===== src/rtl/chan_mux_scan.sv =====
// rtl/chan_mux_scan.sv - N-channel valid/ready mux with manual select and round-robin auto-scan
// Optional CHAN_MUX_PARITY_EN adds a registered even-parity bit (out_par) for the output word.
module chan_mux_scan #(
  parameter int N_CH = 4,
  parameter int DW   = 16,
  localparam int SELW = $clog2(N_CH)
) (
  input  logic               clk,
  input  logic               rst_n,
  input  logic [N_CH*DW-1:0] in_data,
  input  logic [N_CH-1:0]    in_valid,
  output logic [N_CH-1:0]    in_ready,
  input  logic               mode,
  input  logic [SELW-1:0]    sel,
  input  logic [N_CH-1:0]    chan_en,
  output logic [DW-1:0]      out_data,
  output logic [SELW-1:0]    out_ch,
  output logic               out_valid,
`ifdef CHAN_MUX_PARITY_EN
  output logic               out_par,
`endif
  input  logic               out_ready
);

  logic [SELW-1:0] ptr;
  logic [SELW-1:0] ptr_nxt;
  logic [SELW-1:0] cand;
  logic [DW-1:0]   cand_data;
  logic            ld;
  logic            chan_ok;
  logic            xfer;

  // First enabled channel strictly after p, wrapping; p itself if no other is enabled.
  function automatic logic [SELW-1:0] next_en(input logic [SELW-1:0] p,
                                               input logic [N_CH-1:0] en);
    logic [SELW-1:0] r;
    logic [SELW-1:0] ix;
    logic            found;
    r     = p;
    found = 1'b0;
    for (int i = 1; i < N_CH; i++) begin
      ix = SELW'((int'(p) + i) % N_CH);
      if (!found && en[ix]) begin
        r     = ix;
        found = 1'b1;
      end
    end
    return r;
  endfunction

  always_comb begin
    ld        = !out_valid || out_ready;
    cand      = mode ? ptr : sel;
    chan_ok   = mode ? chan_en[ptr] : (int'(sel) < N_CH);
    in_ready  = '0;
    cand_data = '0;
    for (int k = 0; k < N_CH; k++) begin
      if (cand == SELW'(k)) begin
        cand_data = in_data[k*DW +: DW];
        if (rst_n && ld && chan_ok) in_ready[k] = 1'b1;
      end
    end
    xfer    = |(in_valid & in_ready);
    ptr_nxt = ptr;
    // Idle or masked channels are skipped rather than waited on.
    if (mode && ld && (xfer || !chan_en[ptr] || !in_valid[ptr]))
      ptr_nxt = next_en(ptr, chan_en);
  end

  always_ff @(posedge clk or negedge rst_n) begin
    if (!rst_n) begin
      ptr       <= '0;
      out_data  <= '0;
      out_ch    <= '0;
      out_valid <= 1'b0;
`ifdef CHAN_MUX_PARITY_EN
      out_par   <= 1'b0;
`endif
    end else begin
      ptr <= ptr_nxt;
      if (xfer) begin
        out_data  <= cand_data;
        out_ch    <= cand;
        out_valid <= 1'b1;
`ifdef CHAN_MUX_PARITY_EN
        out_par   <= ^cand_data;
`endif
      end else if (out_ready) begin
        out_valid <= 1'b0;
      end
    end
  end

endmodule


===== config.mk =====
export PLATFORM = sky130hd
export DESIGN_NAME = chan_mux_scan
export DESIGN_NICKNAME = d
export VERILOG_FILES = /design/src/rtl/chan_mux_scan.sv
export SDC_FILE = /design/constraint.sdc
export NUM_CORES = 1
export LEC_CHECK = 0
export CORE_MARGIN = 10
export CORE_UTILIZATION = 30
export DETAILED_ROUTE_END_ITERATION = 16
export DONT_BUFFER_PORTS = 1
export MAX_ROUTING_LAYER = met4
export SYNTH_ARGS = -nofsm -noshare
export SYNTH_HDL_FRONTEND = slang
export SYNTH_SLANG_ARGS = --single-unit

===== constraint.sdc =====
create_clock -name clk -period 3.3 [get_ports clk]
set_clock_uncertainty 0.2 [all_clocks]
set_input_delay 0.99 -clock clk [delete_from_list [all_inputs] [get_ports clk]]
set_output_delay 0.99 -clock clk [all_outputs]
set_load 0.03 [all_outputs]

==> results.md, run 1 <==
* Most common flop cell mapped by yosys: dfrtp_1
* Remaining antenna violation count after routing at 0
* Type of the worst min-delay path: in -> async
* Post-route minimum period at 3043 ps
* Area Growth Syn to Fin at 9.947%
* DR DRC count at 0
* Avg Vias per Cell at approximately 5.5
* Length in cells of the worst reg-to-reg path at 7
* Clock transition time at the flip-flop clock pins of the worst setup and hold paths at around 80 ps
* Most frequent cells in the layout: nand2_1 (38), dfrtp_1 (21), a211oi_1 (16), a31oi_1 (16), mux2_4 (11)
* Maximum clock frequency at 0.3286 GHz
* Combined area of all synthesized cells at 1673 um^2
* Core region area at 5473 um^2
* Height of the chip at roughly 95 um
* Worst r2r src: ptr[1]
* Drt wl/cell at approximately 20 um
* Number of instances in the synthesized netlist at 189
* Least-Margin Pin Slew at 496.8 ps
* Register bit total from synthesis at 21
* Total die area at 8963 um^2
* Crit Path Class: in -> out
* Count of hold buffers inserted by post-cts repair at 0
* Post-CTS setup buffer count at 0
* Sequential share of the synthesized area at 31.41%
* Endpoint class of the critical path: primary output
* RSZ-0062 raised after global routing: false
* Synth Net Count at 267
* Total via count after detailed routing at 1,429
* H-tree lvl count at 1
* Portion of the clock cycle consumed by the worst path in the final layout at 92.21%
* Required time reported for the critical path endpoint at 2110 ps
* Final HPWL DP at 4.138 mm
* Final weighted congestion in routability-driven placement at 0.8633
* Worst reg-to-reg setup slack at 990 ps
* Share of the core filled with cells in the final layout at about a third
* Global-route usage over all layers at 10.93%
* Pin count of the biggest net entering global routing at 28
* Final hold violation count at 0
* Share of cells above drive strength 1 at 20.63%
* Unique cell type count in the Yosys netlist at 40
* Pwr per Cell Area at 892.6 nW/um^2
* Worst slack, placed at 264.1 ps
* Peak supply drop at 0.2798 mV
* Final slew viol count at 0
* Library cell occupying the most area in the post-synthesis netlist: dfrtp_1
* Area contributors post-synth: dfrtp_1 (31%), mux2_4 (9.9%), nand2_1 (8.5%)
* Type of origin of the critical path: input port
* Post-route cell area at 1839 um^2
* Later-pin clock latency in the skew report at 250 ps
* Max-capacitance violation count at 0
* Count of clock tree sinks at 21
* Syn avg cell area at 8.851 um^2
* Cts bufs inserted at 3
* Overall routed net length at 5.214 mm
* Final worst setup slack at approximately 260 ps
* Wire length of the first global-routing pass at roughly 7.8 mm
* Most frequent standard cell in the layout excluding fill and tap cells: nand2_1
* Number of cell rows at 27
* Starting density of the core at 30.57%
* Leakage at 0.7124 nW
* Result of the run: finished, final reports clean
* Largest driver fanout on the critical path at 13
* Post-synth EDFFs at 0
* Die Span X at 94.68 um
* Total placed instance area at 1793 um^2
* DRC violation total after the first TritonRoute iteration at between 70 and 80
* Clock tree from TritonCTS: yes
* Power, Total at 1.642 mW
* Initial DRT Pass Iterations at 6
* Number of antenna violations at the first check in global routing at 0
* Count of inserted antenna diode cells at 0
* Number of buffers between clock root and the deepest sink at 2
* Share of Yosys cell area claimed by the top area cell type at 31.41%
* Share of flip-flops with an asynchronous set or reset at 100.0%
* FF-to-FF End: out_data[15]
* Total I/O pin count at just over 100
* Nets at ~270
* Number of global-route vias before repair at 1,434
* Critical Path AT at between 1500 and 2000 ps
* Port buffer count at 0
* Root Buffer Master: clkbuf_8
* Setup violation total in the final timing report at 0
* PostCTS Resize Cnt at 0
* Worst slew slack as a fraction of its limit at 66.78%
* Synth warn at 0
* Congestion Overflow GR at 0
[cell families (layout without fill, tap and decap cells)]
group | Yosys count | after routing | share of synthesized area [%]
buffers and inverters | 14 | 14 | 4.712
multiplexers | 23 | 23 | 17.50
flip-flops | 21 | 21 | 31.41
AND/OR/NAND/NOR | 81 | 81 | 25.51
AO/OA/AOI/OAI | 50 | 50 | 20.87
[cells in the mapped netlist (2+ instances only)]
master and n:
mux2_4 11, a21oi_1 5, mux2_2 6, nor2b_1 2, nand3_1 2, nand2b_1 3
a31oi_1 16, mux2i_1 6, a31o_1 2, o21ai_0 3, clkbuf_1 5, buf_2 6
and2_0 8, nand2_1 38, nor2_1 5, and2_1 8, nor3_1 4, buf_6 2
dfrtp_1 21, a211oi_1 16
[sequential cells by signal, indices dropped and copies added (netlist names)]
name / count
out_data: 16
out_valid: 1
ptr: 2
out_ch: 2
[power breakdown]
group / total, mW / switching [mW] / leakage [nW] / internal [mW]
logic: 0.723 / 0.360 / 0.438 / 0.364
clock network: 0.167 / 0.0833 / 0.0255 / 0.0840
registers: 0.751 / 0.366 / 0.249 / 0.385
[layer usage]
metal  GRT usage, %  up-vias  share of wire, %
li1               -      700                 -
met1          14.43      675                44
met2          16.08       52                48
met3          2.855        2               7.6
met4          2.993        0              0.75
met5              -        -                 0
[layout make-up]
| cell class | instances | area [um^2] |
|---|---|---|
| timing repair buffer | 10 | 75.07 |
| clock buffer | 3 | 41.29 |
| fill | 573 | 3633 |
| tap | 72 | 90.09 |
| clock inverter | 1 | 5.005 |
| multi-input combinational | 154 | 1102 |
| sequential | 21 | 525.5 |
[worst max-delay path by stage]
stage | slack, ps | end | start | cells after the start
6_report | 260 | in_ready[2] | mode | 6
5_1_grt | 200 | in_ready[3] | chan_en[3] | 6
4_1_cts | 260 | in_ready[2] | mode | 6
3_5_place_dp | 260 | in_ready[2] | mode | 6
3_3_place_gp | 260 | in_ready[2] | mode | 6
2_1_floorplan | -110 | in_ready[1] | mode | 5
[through the flow]
step / hold slack (ps) / instances / TNS (ps)
global placement: 495.2 / 257 / 0
global route: 198.1 / 261 / 0
CTS: 205.1 / 261 / 0
detailed placement: 495.0 / 257 / 0
finish: 218.3 / 261 / 0
floorplan: 471.4 / 189 / -194.1
[critical path: stages]
cell     delay (ps)
nor2b_1         120
nand2_1         100
nand4_2         120
a211o_1         260
nor2_1          100
buf_4           170
(Power assumes the default switching activity.)
==> run 2: changes to the inputs <==
MAX_ROUTING_LAYER = not set   (was met4)
==> run 2 against run 1 <==
Against the previous run:
- final area stayed put
- wire length hardly changed
- utilization stayed put
- clock power hardly changed
- sequential cell count stayed put
- critical path depth stayed put
- register-to-register slack hardly changed
- combinational power hardly changed
- critical path type unchanged
- largest power group unchanged
==> results.md, run 2 (synthesis results as in run 1) <==
* Result of the run: finished, final reports clean
* Length in cells of the worst reg-to-reg path at 7
* Least-Margin Pin Slew at 496.6 ps
* DRC violation total after the first TritonRoute iteration at 73
* Leakage at around 0.71 nW
* Post-route cell area at 1839 um^2
* RSZ-0062 raised after global routing: false
* Type of the worst min-delay path: in -> async
* Total placed instance area at approximately 1800 um^2
* Endpoint class of the critical path: primary output
* H-tree lvl count at 1
* Count of inserted antenna diode cells at 0
* Area of all sequential standard cells at 525.5 um^2
* Register name with the most flops: out_data
* Wire length of the first global-routing pass at just under 8 mm
* Cell chain of the critical path: nor2b_1 -> nand2_1 -> nand4_2 -> a211o_1 -> nor2_1 -> buf_4
* Share of the core filled with cells in the final layout at between 30 and 40%
* Drt wl/cell at roughly 20 um
* Initial DRT Pass Iterations at 6
* Portion of the clock cycle consumed by the worst path in the final layout at 92.17%
* Remaining antenna violation count after routing at 0
* Required time reported for the critical path endpoint at 2110 ps
* Count of clock tree sinks at 21
* Setup violation total in the final timing report at 0
* Height of the chip at 94.68 um
* Post-CTS setup buffer count at 0
* Cts bufs inserted at 3
* Final hold violation count at 0
* Root Buffer Master: clkbuf_8
* Area Growth Syn to Fin at 9.947%
* Nets at 268
* Registers with the most flip-flops: out_data x16, out_ch x2, ptr x2
* Number of buffers between clock root and the deepest sink at 2
* Total die area at roughly 9000 um^2
* Worst slack, placed at 264.1 ps
* Core region area at 5473 um^2
* Starting density of the core at 30.57%
* Peak supply drop at 0.2797 mV
* Flip-flop count of the largest register after layout at 16
* Setup TNS after final layout at 0 ps
* Type of origin of the critical path: input port
* FF-to-FF End: out_data[15]
* Clock transition time at the flip-flop clock pins of the worst setup and hold paths at 80 ps
* PostCTS Resize Cnt at 0
* Crit Path Class: in -> out
* Avg Vias per Cell at 5.471
* Highest-delay cell along the critical path: a211o_1
* Count of hold buffers inserted by post-cts repair at 0
* Critical Path AT at 1850 ps
* CP endpoint: in_ready[2]
* Worst r2r src: ptr[1]
* Start point of the critical path: mode
* Clock tree from TritonCTS: yes
* Final slew viol count at 0
* Fillcell total at 573
* Maximum clock frequency at 0.3288 GHz
* Final weighted congestion in routability-driven placement at 0.8499
* Number of antenna violations at the first check in global routing at 0
* Share of cells above drive strength 1 at 20.63%
* Number of cell rows at 27
* Most frequent cells in the layout: nand2_1 (38), dfrtp_1 (21), a211oi_1 (16), a31oi_1 (16), mux2_4 (11)
* Final worst setup slack at 258.3 ps
* Total via count after detailed routing at between 1,000 and 1,500
* Most frequent standard cell in the layout excluding fill and tap cells: nand2_1
* Largest driver fanout on the critical path at 13
* Overall routed net length at roughly 5.2 mm
* Minimum hold slack at 218.3 ps
* Number of global-route vias before repair at approximately 1,400
* Later-pin clock latency in the skew report at 250 ps
* Pwr per Cell Area at 892.1 nW/um^2
* Port buffer count at 0
* Worst reg-to-reg setup slack at 1000 ps
* Total area of multi-input combinational cells at approximately 1100 um^2
* Global-route usage over all layers at 10.61%
* Congestion Overflow GR at 0
* Pin count of the biggest net entering global routing at 28
* Total I/O pin count at 101
* Final HPWL DP at a little over 4 mm
* Biggest cell delay along the critical path at 260 ps
* Die Span X at 94.68 um
* Post-route minimum period at 3042 ps
* DR DRC count at 0
* Worst slew slack as a fraction of its limit at between 60% and 70%
* Max-capacitance violation count at 0
-- run 2: cell counts in the layout (fill, tap and decap cells not counted) --
No cell type changed its count.
-- run 2: worst min-delay path by stage --
stage	endpoint	slack, ps	cells after the start
final	out_data[10]	220	0
after global routing	out_data[10]	200	0
after CTS	out_data[10]	210	0
after detailed placement	out_data[10]	500	0
after global placement	out_data[10]	500	0
after floorplan	out_ch[1]	470	1
-- run 2: stage by stage --
stage,power (mW),cells
floorplan,1.316,189
global placement,1.480,257
detailed placement,1.485,257
CTS,1.668,261
global route,1.763,261
finish,1.641,261
-- run 2: critical path: cells and delay by family --
family | cells | cell delay, ps
and+or+nand+nor | 4 | 440
AOI/OAI and AO/OA | 1 | 260
buffers and inverters | 1 | 170
-- run 2: cell type report --
type | count | share of cell area [%]
multi-input cells | 154 | 59.93
clock buffers | 3 | 2.245
clock inverters | 1 | 0.2721
flip-flops and latches | 21 | 28.57
well taps | 72 | 4.898
repair buffers | 10 | 4.082
-- run 2: report_power, final --
part / total [mW] / internal, mW / switching (mW)
clock network: 0.167 / 0.0840 / 0.0833
logic: 0.724 / 0.364 / 0.360
registers: 0.750 / 0.385 / 0.365
-- run 2: layer usage --
metal  vias to the layer above  global-route usage (%)  wire length, um  part of all wire (%)
met5                         -                       0                0                     0
met4                         0                   2.993               39                  0.75
met3                         2                   3.727              467                   9.0
met2                        51                   16.13             2493                    48
met1                       675                   13.88             2213                    42
li1                        700                       -                -                     -
==> run 3: changes to the inputs <==
CAP_MARGIN = 30   (was not set)
==> results of run 3 <==
Same layout as run 2: the final DEF is identical, and so are final timing and power.
